File: src/rtl/zc_fetch_unit_pkg.sv
// zc_fetch_unit_pkg: shared bus widths and default reset PC for the zerocore fetch path
package zc_fetch_unit_pkg;
  localparam int ADDR_BUS = 64;
  localparam int INST_BUS = 32;
  localparam int DATA_BUS = 64;
  localparam logic [63:0] RESET_PC_DEFAULT = 64'h8000_0000;
endpackage

File: src/rtl/zc_sync_fifo.sv
// zc_sync_fifo: synchronous FIFO with flush, occupancy count and registered storage
module zc_sync_fifo #(
  parameter int W = 8,
  parameter int DEPTH = 4
) (
  input  logic                       clk,
  input  logic                       rst,
  input  logic                       i_push,
  input  logic [W-1:0]               i_data,
  input  logic                       i_pop,
  input  logic                       i_clear,
  output logic [W-1:0]               o_data,
  output logic [$clog2(DEPTH):0]     o_count,
  output logic                       o_full,
  output logic                       o_empty
);
  localparam int AW = $clog2(DEPTH);
  logic [W-1:0] r_mem [DEPTH];
  logic [AW-1:0] r_wr, r_rd;
  logic [AW:0] r_count;
  logic w_push, w_pop;
  assign w_pop = i_pop & !o_empty;
  assign w_push = i_push & (!o_full | w_pop);
  assign o_data = r_mem[r_rd];
  assign o_count = r_count;
  assign o_full = r_count == (AW+1)'(DEPTH);
  assign o_empty = r_count == '0;
  always_ff @(posedge clk or negedge rst)
    if (!rst) begin
      for (int i = 0; i < DEPTH; i++) r_mem[i] <= '0;
      r_wr <= '0;
      r_rd <= '0;
      r_count <= '0;
    end else if (i_clear) begin
      r_wr <= '0;
      r_rd <= '0;
      r_count <= '0;
    end else begin
      if (w_push) begin
        r_mem[r_wr] <= i_data;
        r_wr <= r_wr + 1'b1;
      end
      if (w_pop) r_rd <= r_rd + 1'b1;
      r_count <= r_count + (AW+1)'(w_push) - (AW+1)'(w_pop);
    end
endmodule

File: src/rtl/zc_fetch_unit.sv
// zc_fetch_unit: PC generation, RAM request tracking, lane select and instruction buffer
module zc_fetch_unit
  import zc_fetch_unit_pkg::*;
#(
  parameter int ADDR_W = ADDR_BUS,
  parameter int RAM_W = DATA_BUS,
  parameter int INST_W = INST_BUS,
  parameter int BUF_DEPTH = 4,
  parameter logic [ADDR_W-1:0] RESET_PC = ADDR_W'(RESET_PC_DEFAULT)
) (
  input  logic              clk,
  input  logic              rst,
  output logic              RamReadEnable,
  output logic [ADDR_W-1:0] RamReadAddr,
  input  logic [RAM_W-1:0]  RamReadData,
  input  logic              redirect_valid,
  input  logic [ADDR_W-1:0] redirect_pc,
  output logic              inst_valid,
  input  logic              inst_ready,
  output logic [INST_W-1:0] inst_data,
  output logic [ADDR_W-1:0] inst_pc,
  output logic              fetch_misaligned
);
  localparam int LSB = $clog2(INST_W/8);
  localparam int LANES = RAM_W/INST_W;
  localparam int CW = $clog2(BUF_DEPTH) + 1;
  logic [ADDR_W-1:0] r_pc, r_req_addr;
  logic r_inflight, r_halt;
  logic [CW-1:0] w_count;
  logic [CW:0] w_credit;
  logic w_full, w_empty, w_pop, w_push;
  logic [INST_W-1:0] w_inst;
  assign w_pop = inst_valid & inst_ready;
  // entries held plus the response still owed must leave room for this request
  assign w_credit = {1'b0, w_count} + (CW+1)'(r_inflight) - (CW+1)'(w_pop);
  assign RamReadEnable = rst & !redirect_valid & !r_halt & (w_credit < (CW+1)'(BUF_DEPTH));
  assign RamReadAddr = r_pc;
  assign fetch_misaligned = r_halt;
  assign inst_valid = !w_empty;
  assign w_push = r_inflight & !redirect_valid;
  generate
    if (LANES > 1) begin : g_lane
      logic [$clog2(LANES)-1:0] w_lane;
      assign w_lane = r_req_addr[LSB +: $clog2(LANES)];
      assign w_inst = RamReadData[w_lane*INST_W +: INST_W];
    end else begin : g_one
      assign w_inst = RamReadData[INST_W-1:0];
    end
  endgenerate
  always_ff @(posedge clk or negedge rst)
    if (!rst) begin
      r_pc <= RESET_PC;
      r_req_addr <= RESET_PC;
      r_inflight <= 1'b0;
      r_halt <= 1'b0;
    end else begin
      r_inflight <= RamReadEnable;
      r_req_addr <= r_pc;
      if (redirect_valid) begin
        r_pc <= redirect_pc;
        r_halt <= |redirect_pc[1:0];
      end else if (RamReadEnable) r_pc <= r_pc + ADDR_W'(INST_W/8);
    end
  zc_sync_fifo #(.W(ADDR_W + INST_W), .DEPTH(BUF_DEPTH)) u_buf (
    .clk(clk),
    .rst(rst),
    .i_push(w_push),
    .i_data({r_req_addr, w_inst}),
    .i_pop(w_pop),
    .i_clear(redirect_valid),
    .o_data({inst_pc, inst_data}),
    .o_count(w_count),
    .o_full(w_full),
    .o_empty(w_empty)
  );
  a_no_overflow: assert property (@(posedge clk) disable iff (!rst) !(w_push && w_full && !w_pop));
endmodule

File: config.mk
export PLATFORM = sky130hd
export DESIGN_NAME = zc_fetch_unit
export DESIGN_NICKNAME = d
export VERILOG_FILES = /design/src/rtl/zc_fetch_unit_pkg.sv /design/src/rtl/zc_sync_fifo.sv /design/src/rtl/zc_fetch_unit.sv
export SDC_FILE = /design/constraint.sdc
export NUM_CORES = 1
export LEC_CHECK = 0
export CORE_ASPECT_RATIO = 1.1
export CORE_UTILIZATION = 60
export DETAILED_ROUTE_END_ITERATION = 8
export DONT_BUFFER_PORTS = 1
export PLACE_DENSITY = 0.76
export RECOVER_POWER = 25
export SLEW_MARGIN = 20
export SYNTH_ARGS = -nofsm -noshare
export SYNTH_HDL_FRONTEND = slang
export SYNTH_SLANG_ARGS = --single-unit
File: constraint.sdc
create_clock -name clk -period 4.3 [get_ports clk]
set_input_delay 0.43 -clock clk [delete_from_list [all_inputs] [get_ports clk]]
set_output_delay 0.43 -clock clk [all_outputs]
set_load 0.02 [all_outputs]
## Word-level counts from Yosys, hierarchy flattened

Cells that the tools add are included.

- Bits in registers: 521
- Latch bits: 0
- Bits in writable memories: 0
- Bits in read-only memories: 0
- Input port bits: 132
- Output and inout port bits: 163
- Memories kept: 0

- Add/sub/neg operators: 7
- Multipliers: 0
- Divide/modulo/power cells: 0
- $lt $le $gt $ge: 4
- Equality and inequality tests: 1
- Shift operators: 1
- Multiplexer cells: 13
- Bitwise logic cells: 11
- Reduce and logical (&&, ||, !) cells: 11

Operators by type and width:

| cell | number |
|---|---|
| 384-bit bitwise mux | 1 |
| 96-bit two-way mux | 3 |
| 96-bit binary-select mux with 2-bit select | 1 |
| 96-bit demux with 2-bit select | 1 |
| 64-bit two-way mux | 2 |
| 64-bit by 3-bit adder with 64-bit output, second input constant | 1 |
| 64-bit by 7-bit variable part select with 32-bit output | 1 |
| 2-bit two-way mux | 4 |
| 1-bit bitwise AND | 7 |
| 3-bit greater-or-equal comparator, second input constant | 2 |
| 2-bit NOT with 3-bit output | 2 |
| 2-bit nonzero test | 3 |
| 2-bit by 1-bit adder with 2-bit output, second input constant | 2 |
| 3-bit by 1-bit adder with 4-bit output | 1 |
| 1-bit zero test | 4 |
| 4-bit by 3-bit less-than comparator with 1-bit output, second input constant | 1 |
| 4-bit by 1-bit subtractor with 4-bit output | 1 |
| 3-bit by 1-bit adder with 3-bit output | 1 |
| 3-bit equality test, second input constant | 1 |
| 3-bit zero test | 1 |
| 3-bit by 1-bit less-than comparator with 1-bit output, second input constant | 1 |
| 3-bit two-way mux | 1 |
| 3-bit by 1-bit subtractor with 3-bit output | 1 |
| 2-bit AND reduction | 1 |
| 4 further kinds | 4 |

## Logic depth before layout (Yosys ltp)

Gate-level depths: netlist (run 1).

- Depth after elaboration: 9
- Mapped depth: 14
- Depth with buffers taken out: 11

## Modules after synthesis

Synthesis (run 1) repeated with hierarchy kept, for this count alone.

- Cells, all modules: 1529
- Area, all modules: 23582.6 sq um

By module, submodules not included:

| module | instances | cells each | area an instance (sq um) |
|---|---|---|---|
| zc_sync_fifo | 1 | 978 | 17603.1 |
| zc_fetch_unit | 1 | 551 | 5979.5 |

## Worst setup path after synthesis (run 1)

No wires, ideal clock.

- Path type: register -> output
- Start point: register u_buf.r_count[1] (netlist: u_buf.o_count[1])
- End point: output RamReadEnable
- Data arrival time: 3227 ps
- Slack: 643 ps
- Stages on the path, launching flop included: 13
- Buffers on the path: 3
- Cells stage by stage: dfrtp_1 > or3_1 > and2_1 > ha_1 > inv_1 > ha_1 > and3b_1 > or4_1 > a21o_1 > inv_1 > buf_2 > buf_2 > buf_2

- Longest elaborated chain between the ends: 6

RTL lines:

| what | RTL line | text |
|---|---|---|
| start, declared | zc_sync_fifo.sv:20 | `logic [AW:0] r_count;` |
| start signal, assigned | zc_sync_fifo.sv:44 | `r_count <= r_count + (AW+1)'(w_push) - (AW+1)'(w_pop);` |
| 3-bit zero test | zc_sync_fifo.sv:27 | `assign o_empty = r_count == '0;` |
| 1-bit zero test | zc_fetch_unit.sv:39 | `assign inst_valid = !w_empty;` |
| named net inst_valid | zc_fetch_unit.sv:18 | `output logic inst_valid,` |
| 1-bit bitwise AND | zc_fetch_unit.sv:33 | `assign w_pop = inst_valid & inst_ready;` |
| 4-bit by 1-bit subtractor with 4-bit output | zc_fetch_unit.sv:35 | `assign w_credit = {1'b0, w_count} + (CW+1)'(r_inflight) - (CW+1)'(w_pop);` |
| 4-bit by 3-bit less-than comparator with 1-bit output | zc_fetch_unit.sv:36 | `assign RamReadEnable = rst & !redirect_valid & !r_halt & (w_credit < (CW+1)'(BUF_DEPTH));` |
| 1-bit bitwise AND | zc_fetch_unit.sv:36 |  |
| end, declared | zc_fetch_unit.sv:13 | `output logic RamReadEnable,` |

The timed path passes the listed nets, and every way through them passes these cells.

## Worst setup path in the final report (run 1)

- Start point: register u_buf.r_count[1] (netlist: u_buf.o_count[1])
- End point: output RamReadEnable

- Longest elaborated chain between the ends: 6

RTL lines:

| what | RTL line |
|---|---|
| parallel branches: the longest is 3 deep, another holds 3-bit by 1-bit adder with 4-bit output | - |
| 4-bit by 1-bit subtractor with 4-bit output (*) | zc_fetch_unit.sv:35 |
| 4-bit by 3-bit less-than comparator with 1-bit output (*) | zc_fetch_unit.sv:36 |
| 1-bit bitwise AND (*) | zc_fetch_unit.sv:36 |

Every way passes the cells marked *.

==> out/metrics.csv, run 1 <==
metric,value,unit
"Seq/Total Area, Yosys",55.77,%
Via density,6.495,
# fillers,2740,
"EDFF count, synth",0,
largest net degree at the start of global routing,523,
clock slew at reported path FFs,0.06,ns
num ports,295,
reg2reg start,u_buf.o_count[1]$_DFF_PN0_,
"Top FF cell, synth",dfrtp_1,
clk buf depth,3,
Post-Layout Inst Area,0.02570,mm^2
clock sink count,521,
final hold vios,519,
Cells after Synth,1920,
Tightest Pin Transition,1.163,ns
Hold Crit Class,primary input to async pin,
Worst setup startpoint,u_buf.o_count[1]$_DFF_PN0_,
PD cells,523.2,mW/mm^2
Worst Setup End Kind,primary output,
status,"complete, but fails checks",
antenna-violating nets left,0,
die area,0.03976,mm^2
total gr overflow,0,
proportion of layout cells with a drive suffix above 1,22.49,%
CP Data Arrival Time,3.64,ns
via count,15751,
Static Leak,11.69,nW
Layout area overhead,9.943,%
number of global-route vias before repair,16224,
failing checks,negative hold slack,
Initial Util,61.07,%
die width,190.2,um
DIE HEIGHT,209.0,um
Final Hold Slack,-0.4275,ns
wire length of the first global-routing pass,91110,um
fraction of registers with async set/reset,100.0,%
Antenna Cells,0,
Synth warnings,0,
"commonest non-fill, non-tap cell in the layout",dfrtp_1,
Iter 0 DRT Violations,1271,
Nets,2028,
worst vdd ir,0.3676,mV
Post-Syn Nets,2062,
CTS tree,done,
Tcrit/Tclk final,94.57,%
worst rel slew slack,22.50,%
Area contributors post-synth,"dfrtp_1 56%, mux2_2 9.8%, mux4_2 9.2%",
HPWL after DPL,36630,um
drt wl/cell,23.84,um
Finish-stage setup viols,0,
Yosys reg bits,521,
critical path required time,3.87,ns
max-slew violation total from the final report,0,
Post-Syn Area,0.02338,mm^2
htree depth,2,
Critical Path Fanout Max,28,
global placer's final weighted congestion,0.9144,
Synth top area share,55.55,%
Residual DRC,0,
Setup crit start kind,flop,
setup tns final,0,ns
core area,0.03829,mm^2
"Min Clock Period, post-route",4.067,ns
DRT Pass-1 Iters,6,
R2R setup slack,0.61,ns
Worst Skew,0.01819,ns
CP Class,flop to primary output,
Clock Latency Late Sink,0.58,ns
most frequent cells in the layout,"516 x dfrtp_1, 277 x nand2_1, 203 x mux2_2, 113 x nor2_1, 99 x a21oi_1",
cell taking the most area after synthesis,dfrtp_1,
Tot GR Track Use,29.66,%
WL final,57820,um
row cnt,75,
antenna violations before repair,0,
Synth cell types,61,
RSZ-0062 raised after global routing,false,
CTS Root Cell,clkbuf_16,
max-cap violations,0,
Area after DPL,0.02386,mm^2
syn avg cell area,12.18,um^2
cts bufs inserted,52,
fmax,245.9,MHz
port bufs,0,
==> kinds of logic (layout without fill, tap and decap cells) <==
logic type | after synthesis | count (layout) | share of synthesized area, %
simple gates | 623 | 623 | 12.62
flops | 521 | 521 | 55.77
mux | 370 | 370 | 22.06
compound gates | 227 | 227 | 6.042
buf+inv | 164 | 169 | 2.745
fa+ha+maj | 10 | 10 | 0.5673
xor+xnor | 5 | 5 | 0.1873
==> final timing paths <==
kind / end / cells after the start
setup reg to reg: RamReadAddr[49]$_DFFE_PN0P_ / 13
hold reg to reg: u_buf.r_mem[156]$_DFFE_PN0P_ / 2
hold / removal: u_buf.r_mem[196]$_DFFE_PN0P_ / 0
max in group asynchronous: u_buf.r_rd[0]$_DFFE_PN0P_ / 0
setup / recovery: RamReadEnable / 11
min in group clk: RamReadAddr[11]$_DFFE_PN0P_ / 1
==> area by class of cell <==
| class | count | area (um^2) | area share, % |
|---|---|---|---|
| clock buffers | 81 | 1572 | 6.114 |
| multi-input cells | 1235 | 9716 | 37.80 |
| repair buffers | 44 | 475.5 | 1.850 |
| inverters | 32 | 120.1 | 0.4673 |
| well taps | 500 | 625.6 | 2.434 |
| clock inverters | 12 | 147.6 | 0.5744 |
| flip-flops and latches | 521 | 13050 | 50.76 |
==> critical path: stages, from the launching register on <==
cell and delay, ns:
dfrtp_1 0.43, or3_1 0.40, and2_1 0.20, ha_1 0.22
inv_1 0.07, ha_1 0.21, and3b_1 0.17, or4_1 0.50
a21o_2 0.22, inv_2 0.19, buf_12 0.25, buf_4 0.18
==> power by group <==
part	switching, W	leakage (nW)	internal [W]
Combinational	0.00149	3.94	0.00121
Sequential	0.000749	6.91	0.00549
Clock	0.00183	0.842	0.00268
Total	0.00407	11.7	0.00938
==> flip-flops by register name, summed over array words and instances (netlist names) <==
signal	count
u_buf.r_wr	2
fetch_misaligned	1
u_buf.r_mem	384
RamReadAddr	64
u_buf.o_count	3
u_buf.r_rd	2
r_inflight	1
r_req_addr	64
==> per-layer routing <==
| layer | global-route usage, % | part of all wire, % | vias to the layer above |
|---|---|---|---|
| li1 | - | - | 6852 |
| met5 | 0 | 0 | - |
| met1 | 40.93 | 40 | 8023 |
| met3 | 5.593 | 8.1 | 147 |
| met4 | 10.81 | 3.3 | 0 |
| met2 | 47.29 | 48 | 729 |
==> cell usage after synthesis (all sizes together) (12+ instances only) <==
library cell and n:
and3 15, nor2 113, nand3 39, nand4 39, or4 21, or3 12, mux2 203, mux4 96
a21oi 99, dfrtp 519, nand2 278, and2 27, a211o 13, nor4 33, o21ai 42, mux2i 71
buf 34, clkbuf 98, inv 32, nor3 20
==> stage by stage <==
stage	total power (W)	hold WS (ns)	worst slack [ns]	utilization (%)	cells
2_1_floorplan	0.008320	0.1344	0.6427	-	1920
3_3_place_gp	0.008892	0.1539	0.7111	62.31	2319
6_report	0.01345	-0.4275	0.2335	67.14	2425
4_1_cts	0.01356	-0.4437	0.2168	67.11	2424
3_5_place_dp	0.009011	0.1570	0.6509	62.31	2319
5_1_grt	0.01398	-0.4480	0.06081	67.14	2425
==> repair_timing <==
action	4_1_cts	5_1_grt
buffers inserted	0	0
hold buffers	12	1
hold endpoints to repair	541	522
resized for setup	0	0
No activity file was read; power rests on OpenSTA's default activity.
==> inputs of run 2 (changes only) <==
--- a/config.mk
+++ b/config.mk
@@ -5,13 +5,16 @@
 export SDC_FILE = /design/constraint.sdc
 export NUM_CORES = 1
 export LEC_CHECK = 0
+export CELL_PAD_IN_SITES_DETAIL_PLACEMENT = 0
+export CELL_PAD_IN_SITES_GLOBAL_PLACEMENT = 1
 export CORE_ASPECT_RATIO = 1.1
-export CORE_UTILIZATION = 60
+export CORE_UTILIZATION = 50
 export DETAILED_ROUTE_END_ITERATION = 8
 export DONT_BUFFER_PORTS = 1
-export PLACE_DENSITY = 0.76
+export PLACE_DENSITY_LB_ADDON = 0.1
 export RECOVER_POWER = 25
 export SLEW_MARGIN = 20
 export SYNTH_ARGS = -nofsm -noshare
 export SYNTH_HDL_FRONTEND = slang
+export SYNTH_HIERARCHICAL = 1
 export SYNTH_SLANG_ARGS = --single-unit
==> run 2 against run 1 <==
Net effect: setup slack improved by 0.33 ns; the run still ends with negative hold slack left; power decreased by 13%; largest power group unchanged; critical endpoint unchanged; area after synthesis rose by 0.83%; cell area up 2.8%; first-iteration DRC count down 41%.
==> out/metrics.csv, run 2 <==
metric,value,unit,change
antenna-violating nets left,0,,unchanged
CTS Hold Bufs,65,,+53
Tot GR Track Use,23.73,%,-5.9 points
max-slew violation total from the final report,0,,unchanged
Worst Skew,0.02537,ns,+0.007180 ns
PD cells,442.4,mW/mm^2,-15%
largest register by flop count,u_buf/r_mem,,
wire length of the first global-routing pass,87580,um,-3.9%
most frequent cells in the layout,"517 x dfrtp_1, 313 x mux2_2, 120 x mux2_4, 96 x mux4_2, 82 x nand2_1",,
Finish-stage setup viols,0,,unchanged
syn avg cell area,15.43,um^2,+27%
CTS tree,done,,
"CP delay by family, top",simple AND/OR/NAND/NOR gates,,
Tightest Pin Transition,1.043,ns,-0.1195 ns
antenna violations before repair,6,,+6
via count,13133,,-17%
CP Cell Sequence,"nor3_1, nor2b_1, ha_1, inv_1, ha_1, and3b_1, o21ai_0, nand2_1, nand2_1, inv_1",,
Worst Setup End Kind,primary output,,
Post-Layout Inst Area,0.02644,mm^2,+2.8%
HPWL after DPL,34720,um,-5.2%
CTS resizes,0,,unchanged
last element of the critical path,RamReadEnable,,
clk buf depth,3,,unchanged
fin util,56.70,%,-10 points
Initial Util,50.56,%,-11 points
reg2reg start,u_buf/o_count[1]$_DFF_PN0_,,
"Min Clock Period, post-route",3.740,ns,-0.3264 ns
WP buf/inv,2,,-2
Cells after Synth,1528,,-20%
M2 GR Usage,38.01,%,-9.3 points
Post-Syn Area,0.02358,mm^2,+0.83%
Critical Path Fanout Max,9,,-68%
Worst path depth,10,,-1
failing checks,negative hold slack,,
Tcrit/Tclk final,86.98,%,-7.6 points
DRT Pass-1 Iters,5,,-1
setup tns final,0,ns,unchanged
Iter 0 DRT Violations,756,,-41%
number of flip-flops under the largest register name,384,,unchanged
Final Hold Slack,-0.4629,ns,-0.03535 ns
GR Util met3,5.326,%,-0.27 points
core area,0.04663,mm^2,+22%
cts bufs inserted,54,,+3.8%
Post-Layout Cell Count,2218,,-8.5%
clock slew at reported path FFs,0.06,ns,about the same
Hold Crit Class,primary input to async pin,,
Nets,1724,,-15%
"commonest non-fill, non-tap cell in the layout",dfrtp_1,,
htree depth,2,,unchanged
Static Leak,11.80,nW,+0.92%
CP Data Arrival Time,3.31,ns,-0.33 ns
gr busiest metal,met2,,
fmax,267.4,MHz,+8.7%
GR Layer Usage met1,32.52,%,-8.4 points
dpl cells,2055,,-11%
global placer's final weighted congestion,0.7913,,-13%
# Post-CTS Setup Buffers,0,,unchanged
total gr overflow,0,,unchanged
Post-Syn Nets,1671,,-19%
num ports,295,,unchanged
final hold vios,519,,unchanged
max-cap violations,0,,unchanged
CTS Root Cell,clkbuf_16,,
Worst setup startpoint,u_buf/o_count[1]$_DFF_PN0_,,
critical path required time,3.87,ns,about the same
Setup crit start kind,flop,,
largest net degree at the start of global routing,524,,+0.19%
CP Class,flop to primary output,,
slowest cell on the critical path,dfrtp_1,,
die width,209.0,um,+9.9%
reg-to-reg endpoint,RamReadAddr[49]$_DFFE_PN0P_,,
Synth warnings,6,,+6
Via density,5.921,,-8.8%
R2R setup slack,0.99,ns,+0.38 ns
RSZ-0062 raised after global routing,false,,
Area after DPL,0.02393,mm^2,+0.32%
Residual DRC,0,,unchanged
Clock Latency Late Sink,0.60,ns,+0.02 ns
number of global-route vias before repair,14305,,-12%
reg2reg path depth,12,,-1
proportion of layout cells with a drive suffix above 1,40.40,%,+18 points
drt wl/cell,24.98,um,+4.8%
Worst path max stage delay,0.54,ns,+0.04 ns
row cnt,83,,+11%
die area,0.04802,mm^2,+21%
worst rel slew slack,30.46,%,+8.0 points
worst vdd ir,0.2797,mV,-24%
status,"complete, but fails checks",,
DIE HEIGHT,229.7,um,+9.9%
Layout area overhead,12.14,%,
WL final,55410,um,-4.2%
clock sink count,521,,unchanged
port bufs,0,,unchanged
run 2: worst min path at each step:
stage               depth (start not counted)                           end  startpoint  slack, ns
global route                                0  u_buf/r_mem[317]$_DFFE_PN0P_         rst      -0.50
CTS                                         0  u_buf/r_mem[316]$_DFFE_PN0P_         rst      -0.50
finish                                      0  u_buf/r_mem[317]$_DFFE_PN0P_         rst      -0.46
global placement                            0  u_buf/r_mem[316]$_DFFE_PN0P_         rst       0.15
floorplan                                   0    RamReadAddr[0]$_DFFE_PN0P_         rst       0.13
detailed placement                          0  u_buf/r_mem[316]$_DFFE_PN0P_         rst       0.15
run 2: layer usage:
layer / routed length, um / up-vias / part of all wire (%)
li1: - / 5714 / -
met1: 24600 / 6996 / 44
met2: 26490 / 344 / 48
met3: 3142 / 77 / 5.7
met4: 1158 / 2 / 2.1
met5: 17 / - / 0.031
run 2: final cells by class:
| type | instances | area [um^2] |
|---|---|---|
| Inverter | 16 | 60.06 |
| Clock buffer | 84 | 1698 |
| Clock inverter | 10 | 128.9 |
| Sequential cell | 521 | 13050 |
| Multi-Input combinational cell | 900 | 9869 |
| Antenna cell | 4 | 10.01 |
| Tap cell | 595 | 744.5 |
| Fill cell | 3721 | 20190 |
| Timing Repair Buffer | 88 | 878.3 |
run 2: stage by stage:
stage | hold WS, ns | worst slack [ns] | power [W]
final | -0.4629 | 0.5599 | 0.01169
after global routing | -0.4961 | 0.3574 | 0.01215
after CTS | -0.5001 | 0.5012 | 0.01185
after detailed placement | 0.1530 | 1.007 | 0.006958
after global placement | 0.1473 | 1.073 | 0.006915
after floorplan | 0.1344 | 1.388 | 0.006638
run 2: power by group:
group          internal (W)  total (W)  switching (W)  leakage (nW)
combinational      0.000611    0.00128       0.000666          3.96
clock               0.00287    0.00477        0.00190         0.906
sequential          0.00525    0.00565       0.000397          6.93
total               0.00873     0.0117        0.00296          11.8
==> inputs of run 3 (changes only) <==
--- a/config.mk
+++ b/config.mk
@@ -9,6 +9,7 @@
 export CELL_PAD_IN_SITES_GLOBAL_PLACEMENT = 1
 export CORE_ASPECT_RATIO = 1.1
 export CORE_UTILIZATION = 50
+export CTS_BUF_LIST = sky130_fd_sc_hd__clkbuf_8 sky130_fd_sc_hd__clkbuf_16
 export DETAILED_ROUTE_END_ITERATION = 8
 export DONT_BUFFER_PORTS = 1
 export PLACE_DENSITY_LB_ADDON = 0.1
@@ -16,5 +17,4 @@
 export SLEW_MARGIN = 20
 export SYNTH_ARGS = -nofsm -noshare
 export SYNTH_HDL_FRONTEND = slang
-export SYNTH_HIERARCHICAL = 1
 export SYNTH_SLANG_ARGS = --single-unit
==> run 3 against run 2 <==
Net effect: the flow still finishes with violations (negative hold slack); utilization increased by 0.15 points; non-clock buffer count decreased by 33; power is 18% higher; critical path type unchanged; critical endpoint unchanged; largest power group unchanged; highest routed layer is now met4.
==> out/metrics.csv, run 3 (synthesis results as in run 1) <==
metric,value,unit,change
Final Hold Slack,-0.4602,ns,+0.002691 ns
GR Layer Usage met1,36.48,%,+4.0 points
largest net degree at the start of global routing,523,,-0.19%
Worst Setup End Kind,primary output,,
GR Util met3,4.864,%,-0.46 points
Static Leak,11.84,nW,+0.37%
via count,15549,,+18%
gr busiest metal,met2,,
Clock Latency Late Sink,0.61,ns,about the same
RSZ-0062 raised after global routing,false,,
M2 GR Usage,42.31,%,+4.3 points
worst rel slew slack,26.27,%,-4.2 points
port bufs,0,,unchanged
# fillers,3821,,+2.7%
fin util,56.84,%,+0.15 points
DRT Pass-1 Iters,5,,unchanged
FF/Latch Area,0.01305,mm^2,about the same
Initial Util,50.98,%,+0.42 points
Sw Ratio,30.48,%,+5.2 points
number of flip-flops under the largest register name,384,,unchanged
# Post-CTS Setup Buffers,0,,unchanged
die area,0.04763,mm^2,-0.82%
num ports,295,,unchanged
Worst Slack Setup Final,0.2305,ns,-0.3293 ns
number of global-route vias before repair,15736,,+10%
row cnt,82,,-1.2%
most frequent cells in the layout,"516 x dfrtp_1, 277 x nand2_1, 203 x mux2_2, 113 x nor2_1, 99 x a21oi_1",,
antenna-violating nets left,0,,unchanged
core area,0.04586,mm^2,-1.6%
CP Data Arrival Time,3.64,ns,+0.33 ns
Layout area overhead,11.50,%,
area of the multi-input gates,0.009717,mm^2,-1.5%
status,"complete, but fails checks",,
"commonest non-fill, non-tap cell in the layout",dfrtp_1,,
worst vdd ir,0.3132,mV,+12%
failing checks,negative hold slack,,
largest register by flop count,u_buf.r_mem,,
CP Class,flop to primary output,,
CTS Hold Bufs,25,,-62%
max-slew violation total from the final report,0,,unchanged
Comb power frac,20.4,%,+9.5 points
die width,208.2,um,-0.41%
Sw Pwr,0.004193,W,+42%
drt wl/cell,24.45,um,-2.1%
setup tns final,0,ns,unchanged
global placer's final weighted congestion,0.8244,,+4.2%
cts bufs inserted,54,,unchanged
Hold Crit Class,primary input to async pin,,
Critical Path Fanout Max,14,,+5
CTS tree,done,,
HPWL after DPL,38670,um,+11%
Finish-stage setup viols,0,,unchanged
clock slew at reported path FFs,0.06,ns,about the same
total gr overflow,0,,unchanged
Tcrit/Tclk final,94.64,%,+7.7 points
reg2reg path depth,12,,unchanged
Setup crit start kind,flop,,
DIE HEIGHT,228.8,um,-0.41%
reg-to-reg endpoint,RamReadAddr[15]$_DFFE_PN0P_,,
Worst Skew,0.01646,ns,-0.008907 ns
PD cells,527.7,mW/mm^2,+19%
max-cap violations,0,,unchanged
final hold vios,520,,+0.19%
proportion of layout cells with a drive suffix above 1,22.80,%,-18 points
Tot GR Track Use,26.35,%,+2.6 points
htree depth,2,,unchanged
antenna violations before repair,2,,-4
fmax,245.7,MHz,-8.1%
Nets,2041,,+18%
Tightest Pin Transition,1.106,ns,+0.06295 ns
Residual DRC,0,,unchanged
"Min Clock Period, post-route",4.069,ns,+0.3293 ns
Via density,6.148,,+3.8%
Iter 0 DRT Violations,1186,,+57%
clock sink count,521,,unchanged
R2R setup slack,0.68,ns,-0.31 ns
Post-Place Setup Slack,0.6279,ns,-0.3788 ns
Clk pwr share,35.0,%,-5.8 points
wire length of the first global-routing pass,96460,um,+10%
WL final,61840,um,+12%
reg2reg start,u_buf.o_count[1]$_DFF_PN0_,,
clk buf depth,3,,unchanged
CTS Root Cell,clkbuf_16,,
Sequential Power Share,44.6,%,-3.7 points
Power Internal,0.009564,W,+9.5%
critical path required time,3.87,ns,about the same
Worst setup startpoint,u_buf.o_count[1]$_DFF_PN0_,,
-- run 3: cell type report --
type                    count  area share [%]
flip-flops and latches    521           50.06
multi-input cells        1235           37.27
clock buffers              75           6.422
well taps                 588           2.822
repair buffers             55           2.261
clock inverters            21          0.6815
inverters                  32          0.4656
diodes                      2         0.01920
-- run 3: power by group through the flow --
stage / clock network [W] / registers, W / logic (W)
6_report: 0.00481 / 0.00614 / 0.00280
5_1_grt: 0.00511 / 0.00622 / 0.00298
4_1_cts: 0.00493 / 0.00614 / 0.00285
2_1_floorplan: 0 / 0.00593 / 0.00239
3_5_place_dp: 0 / 0.00623 / 0.00282
3_3_place_gp: 0 / 0.00619 / 0.00277
-- run 3: routing by layer --
layer / part of all wire, % / vias up
met4: 2.5 / 0
met2: 48 / 483
li1: - / 6879
met1: 43 / 8090
met3: 5.9 / 97
met5: 0 / -
-- run 3: timing repair --
action                                 4_1_cts  5_1_grt
gates resized for setup                      0        2
endpoints found under the hold margin      553      520
setup endpoints to repair                    0        1
-- run 3: worst max-delay path, stage by stage (launching register included) --
cell	delay, ns
dfrtp_1	0.43
or3_1	0.40
and2_1	0.21
ha_1	0.22
inv_1	0.06
ha_1	0.21
and3b_1	0.17
or4_1	0.50
a21o_2	0.23
clkinv_2	0.19
buf_6	0.24
buf_4	0.17
-- run 3: metrics by stage --
step	power [W]	cell area, um^2	cells
global route	0.01432	26070	2529
global placement	0.008959	23950	2406
finish	0.01376	26070	2529
floorplan	0.008320	23380	1920
CTS	0.01392	26060	2527
detailed placement	0.009043	23950	2406
-- run 3: worst max-delay path by stage --
stage	endpoint	slack, ns
3_5_place_dp	RamReadAddr[15]$_DFFE_PN0P_	0.63
6_report	RamReadEnable	0.23
3_3_place_gp	RamReadAddr[6]$_DFFE_PN0P_	0.66
4_1_cts	RamReadEnable	0.05
2_1_floorplan	RamReadEnable	0.64
5_1_grt	RamReadEnable	0.05
